==> src/rtl/alu_arbiter.sv <==
// Shares one registered-input ALU among NREQ requesters over valid/ready.
// Define ALU_ARB_RR_EN for round-robin arbitration; otherwise the lowest index wins.
module alu_arbiter #(
    parameter int NREQ = 2,
    parameter int IDXW = 3
) (
    input  logic                 clk,
    input  logic                 rst,
    input  logic [NREQ-1:0]      req_valid,
    output logic [NREQ-1:0]      req_ready,
    input  logic [4*NREQ-1:0]    req_fn,
    input  logic [32*NREQ-1:0]   req_src1,
    input  logic [32*NREQ-1:0]   req_src2,
    output logic [NREQ-1:0]      rsp_valid,
    input  logic [NREQ-1:0]      rsp_ready,
    output logic [31:0]          rsp_data,
    output logic                 alu_en,
    output logic [3:0]           alu_fn,
    output logic [31:0]          alu_src1,
    output logic [31:0]          alu_src2,
    input  logic [31:0]          alu_res,
    output logic                 busy,
    output logic [IDXW-1:0]      grant_idx
);

    typedef enum logic [1:0] {IDLE, EXEC, RESP} state_t;

    state_t          state_q, state_d;
    logic            alu_en_q, alu_en_d;
    logic [3:0]      alu_fn_q, alu_fn_d;
    logic [31:0]     alu_src1_q, alu_src1_d;
    logic [31:0]     alu_src2_q, alu_src2_d;
    logic [IDXW-1:0] grant_idx_q, grant_idx_d;

    logic            win_vld;
    logic [IDXW-1:0] win_idx;
    logic [3:0]      sel_fn;
    logic [31:0]     sel_src1;
    logic [31:0]     sel_src2;
    logic            rsp_take;

`ifdef ALU_ARB_RR_EN
    logic [IDXW-1:0] rr_ptr_q, rr_ptr_d;
    logic [IDXW:0]   dist;
    logic [IDXW:0]   best_dist;

    // Winner is the valid requester at the smallest circular distance from rr_ptr.
    always_comb begin
        win_vld   = 1'b0;
        win_idx   = '0;
        dist      = '0;
        best_dist = '1;
        for (int i = 0; i < NREQ; i++) begin
            if (i >= int'(rr_ptr_q)) dist = (IDXW+1)'(i) - {1'b0, rr_ptr_q};
            else                     dist = (IDXW+1)'(i + NREQ) - {1'b0, rr_ptr_q};
            if (req_valid[i] && (dist < best_dist)) begin
                best_dist = dist;
                win_vld   = 1'b1;
                win_idx   = IDXW'(i);
            end
        end
    end
`else
    always_comb begin
        win_vld = 1'b0;
        win_idx = '0;
        for (int i = NREQ-1; i >= 0; i--) begin
            if (req_valid[i]) begin
                win_vld = 1'b1;
                win_idx = IDXW'(i);
            end
        end
    end
`endif

    always_comb begin
        sel_fn    = '0;
        sel_src1  = '0;
        sel_src2  = '0;
        req_ready = '0;
        rsp_valid = '0;
        for (int i = 0; i < NREQ; i++) begin
            if (win_idx == IDXW'(i)) begin
                sel_fn   = req_fn[4*i +: 4];
                sel_src1 = req_src1[32*i +: 32];
                sel_src2 = req_src2[32*i +: 32];
            end
            req_ready[i] = (state_q == IDLE) && win_vld && (win_idx == IDXW'(i));
            rsp_valid[i] = (state_q == RESP) && (grant_idx_q == IDXW'(i));
        end
        // Masking with rsp_valid makes stray rsp_ready bits of other requesters harmless.
        rsp_take = |(rsp_ready & rsp_valid);
    end

    always_comb begin
        // NOTE: every signal gets a default first, so no path can leave one unassigned and infer a latch.
        state_d     = state_q;
        alu_en_d    = 1'b0;
        alu_fn_d    = alu_fn_q;
        alu_src1_d  = alu_src1_q;
        alu_src2_d  = alu_src2_q;
        grant_idx_d = grant_idx_q;
`ifdef ALU_ARB_RR_EN
        rr_ptr_d    = rr_ptr_q;
`endif
        case (state_q)
            IDLE: begin
                if (win_vld) begin
                    state_d     = EXEC;
                    alu_en_d    = 1'b1;
                    alu_fn_d    = sel_fn;
                    alu_src1_d  = sel_src1;
                    alu_src2_d  = sel_src2;
                    grant_idx_d = win_idx;
`ifdef ALU_ARB_RR_EN
                    rr_ptr_d    = (win_idx == IDXW'(NREQ-1)) ? '0 : win_idx + 1'b1;
`endif
                end
            end
            EXEC:    state_d = RESP;
            RESP:    if (rsp_take) state_d = IDLE;
            default: state_d = IDLE;
        endcase
    end

    // NOTE: sequential state uses non-blocking assignments so all flops update together at the edge.
    always_ff @(posedge clk or posedge rst) begin
        if (rst) begin
            state_q     <= IDLE;
            alu_en_q    <= 1'b0;
            alu_fn_q    <= '0;
            alu_src1_q  <= '0;
            alu_src2_q  <= '0;
            grant_idx_q <= '0;
`ifdef ALU_ARB_RR_EN
            rr_ptr_q    <= '0;
`endif
        end else begin
            state_q     <= state_d;
            alu_en_q    <= alu_en_d;
            alu_fn_q    <= alu_fn_d;
            alu_src1_q  <= alu_src1_d;
            alu_src2_q  <= alu_src2_d;
            grant_idx_q <= grant_idx_d;
`ifdef ALU_ARB_RR_EN
            rr_ptr_q    <= rr_ptr_d;
`endif
        end
    end

    assign alu_en    = alu_en_q;
    assign alu_fn    = alu_fn_q;
    assign alu_src1  = alu_src1_q;
    assign alu_src2  = alu_src2_q;
    assign grant_idx = grant_idx_q;
    assign busy      = (state_q != IDLE);
    assign rsp_data  = alu_res;

endmodule

==> config.mk <==
export PLATFORM = sky130hd
export DESIGN_NAME = alu_arbiter
export DESIGN_NICKNAME = d
export VERILOG_FILES = /design/src/rtl/alu_arbiter.sv
export SDC_FILE = /design/constraint.sdc
export NUM_CORES = 1
export LEC_CHECK = 0
export CORE_AREA = 2 2 111 113
export DETAILED_ROUTE_END_ITERATION = 7
export DIE_AREA = 0 0 113 115
export GPL_ROUTABILITY_DRIVEN = 1
export GPL_TIMING_DRIVEN = 0
export PLACE_DENSITY = 0.73
export SLEW_MARGIN = 5
export SYNTH_ARGS = -nofsm -noshare
export SYNTH_HDL_FRONTEND = slang
export SYNTH_SLANG_ARGS = --single-unit
==> constraint.sdc <==
create_clock -name clk -period 5.3 [get_ports clk]
set_input_delay 1.59 -clock clk [delete_from_list [all_inputs] [get_ports clk]]
set_output_delay 1.59 -clock clk [all_outputs]
set_load 0.01 [all_outputs]
==> flow_summary_export.csv <==
group,metric,value,unit
drt,drc,16,
place,dp_hpwl,9860,um
finish,final_cell_area,0.00638,sq mm
worst_setup_path,cp_max_fo,10,
worst_setup_path,slowest_stage,"clkdlybuf4s50_1",
floorplanning,die_x,113,um
worst_setup_path,crit_end,"req_ready[1]",
place,place_congestion,0.774,
logic_synthesis,synth_seq_cells,72,
worst_setup_path,max_stage_delay,0.59,ns
floorplanning,die_y,115,um
clock_tree,cts_tree,"yes",
logic_synthesis,syn_inst,289,
worst_setup_path,cp.required,3.71,ns
clock_tree,cts.clk_slew.worst_paths,0.05,ns
pwr,pwr-share-seq,30.9,%
timing,slew_viol_final,0,
grt,grt_overflow_total,0,
clock_tree,hold_buffers,0,
logic_synthesis,yosysUniqueCellTypes,19,
job,maxCapViolCount,0,
place,dpl-instance-area,0.00607,sq mm
logic_synthesis,yosysSeqAreaShare,53.1,%
timing,layout_setup_ws,0.287,ns
timing,hold_slack,0.509,ns
logic_synthesis,yosys-top-cells-area,"dfrtp_1 53%, a221o_1 20%, and3_1 13%",
floorplanning,ios,283,
pwr,power,3.18,mW
worst_setup_path,reg2reg_to,"alu_src2[10]$_DFFE_PP0P_",
worst_setup_path,crit_top_cell,"clkdlybuf4s50_1",
drt,dr_total_vias,3475,
timing,fmax,199,MHz
floorplanning,rows,40,
pwr,p_switching,1.06,mW
place,io_buffers,247,
logic_synthesis,netlist_area,0.00339,sq mm
timing,relSlewSlack,58.5,%
drt,ant_nets,0,
grt,grt.total_usage,18.8,%
run_status,outcome,"complete, but fails checks",
drt,drtIter0Drc,202,
grt,grt_max_degree,42,
pwr,leakage,2.90,nW
worst_setup_path,rr_startpoint,"state_q[1]$_DFFE_PP0P_",
pwr,p_comb_share,49.7,%
timing,hold_violations,0,
clock_tree,ctsResizeCount,0,
logic_synthesis,yosys.area.top_type,"dfrtp_1",
run_status,violations,"design-rule violations",
timing,fin_worst_skew,0.00884,ns
drt,viasPerCell,4.96,
pwr,internal_power,2.12,mW
clock_tree,cts_root_buffer,"clkbuf_16",
timing,setup_viol,0,
clock_tree,worstSkewPairLatency,0.33,ns
worst_setup_path,cp.arrival,3.42,ns
drt,routed_wl,12800,um
timing,worstMarginPinSlew,0.618,ns
floorplanning,core_area,0.0118,sq mm
clock_tree,h-tree-depth,3,
logic_synthesis,syn_avg_cell_area,11.7,sq um
floorplanning,initial_core_util,28.7,%
timing,final.setup.tns,0,ns
floorplanning,die_area,0.0130,sq mm
timing,fin_crit_sh,94.6,%
timing,period_minus_slack,5.01,ns
finish,layout-drive-gt1-share,11.4,%
pwr,power.density,499,mW/mm^2
finish,area_growth_syn_to_layout,88.2,%
pwr,ir_drop,148,uV
worst_setup_path,crit_chain,"clkdlybuf4s50_1 > nor3b_2 > buf_2 > clkdlybuf4s50_1",
clock_tree,cts_setup_buffers,0,
worst_setup_path,reg2reg_depth,4,
timing,rsz0062_at_grt,"false",
drt,wl_per_cell,18.3,um
worst_setup_path,worstSetupPathType,"primary input to primary output",
finish,antenna_cells,0,
finish,fin_nets,723,
drt,dr.pass1.iters,8,
worst_setup_path,worstSetupEndpointType,"primary output",
logic_synthesis,synth_top_area_share,53.1,%
clock_tree,clock_path_buffers,2,
grt,grt_pass1_wl,18800,um
logic_synthesis,ys_warn_count,0,
place,post-place-ws,0.219,ns
grt,grt_pass1_vias,3606,
worst_setup_path,cp-start-kind,"primary input",
worst_hold_path,hold_path.class,"register to register",
grt,antenna_found_initial,0,
clock_tree,numCtsBuffers,9,
clock_tree,cts.sink_count,72,
worst_setup_path,rrSetupSlack,3.46,ns
pwr,pwr-share-clk,19.4,%
pwr,p_sw_share,33.4,%
worst_setup_path,critPathLaunch,"req_valid[1]",
-- cell type report --
class,instances,area [sq um]
buffer,63,382
clock buffer,11,253
clock inverter,5,55.1
fill,1025,5430
inverter,5,21.3
multi-input combinational,150,1190
sequential,72,1800
tap,147,184
timing repair buffer,248,2490
-- registers in the layout (all words and copies together), names as in the netlist --
name / count
alu_src1: 32
alu_src2: 32
alu_fn: 4
state_q: 2
alu_en: 1
grant_idx: 1
-- per-layer routing --
metal | GRT usage [%] | up-vias | routed length, um
met5 | 0 | - | 0
met2 | 32.9 | 199 | 6310
met1 | 21.4 | 1650 | 5000
li1 | - | 1606 | -
met4 | 6.59 | 0 | 286
met3 | 6.43 | 20 | 1210
-- cell usage after synthesis, drive strengths merged --
master	n
a221o	68
dfrtp	72
nand2b	2
nor2	4
buf	41
clkbuf	22
inv	5
mux2	1
a21oi	1
conb	1
and2	1
o21ai	2
nor3b	1
and3	68
-- worst min path at each step --
stage	startpoint	cells after the start	to	slack, ns
3_3_place_gp	alu_src2[4]$_DFFE_PP0P_	1	alu_src2[4]$_DFFE_PP0P_	0.50
4_1_cts	alu_src2[11]$_DFFE_PP0P_	1	alu_src2[11]$_DFFE_PP0P_	0.51
5_1_grt	alu_src2[11]$_DFFE_PP0P_	1	alu_src2[11]$_DFFE_PP0P_	0.53
6_report	alu_fn[2]$_DFFE_PP0P_	1	alu_fn[2]$_DFFE_PP0P_	0.51
2_1_floorplan	state_q[0]$_DFFE_PP0P_	2	state_q[1]$_DFFE_PP0P_	0.53
3_5_place_dp	alu_src1[31]$_DFFE_PP0P_	1	alu_src1[31]$_DFFE_PP0P_	0.50
-- power by group through the flow --
stage               logic [mW]  registers, mW  clock network [mW]
finish                    1.58          0.985               0.617
global route              1.69           1.02               0.658
CTS                       1.60          0.984               0.634
detailed placement        1.60          0.987                   0
global placement          1.57          0.977                   0
floorplan                0.595           1.09                   0
-- logic make-up after synthesis --
kind of cell | count (synthesis) | share of synthesized area [%]
AND/OR/NAND/NOR | 76 | 14.1
flip-flops | 72 | 53.1
AO/OA/AOI/OAI | 71 | 20.5
buffers and inverters | 68 | 11.8
multiplexers | 1 | 0.332
other | 1 | 0.111
-- worst max-delay path, delay by kind of cell --
family | cells | cell delay (ns)
buf+inv | 3 | 1.41
simple gates | 1 | 0.42
-- layout by cell type (no fill, tap or decap), types with 3 or more instances in the layout --
cell type / synthesis / routed
inv_1: 4 / 3
clkdlybuf4s50_1: 0 / 247
and3_1: 68 / 68
buf_2: 5 / 5
dfrtp_1: 72 / 72
clkbuf_16: 0 / 9
nor2_1: 3 / 3
a221o_1: 68 / 68
clkbuf_1: 22 / 22
buf_4: 35 / 35
-- stage by stage --
step / util (%) / instances
floorplan: - / 290
global placement: 51.2 / 684
detailed placement: 51.4 / 685
CTS: 54.0 / 701
global route: 54.0 / 701
finish: 54.0 / 701
Note: power is estimated with default switching activity, not from simulation.
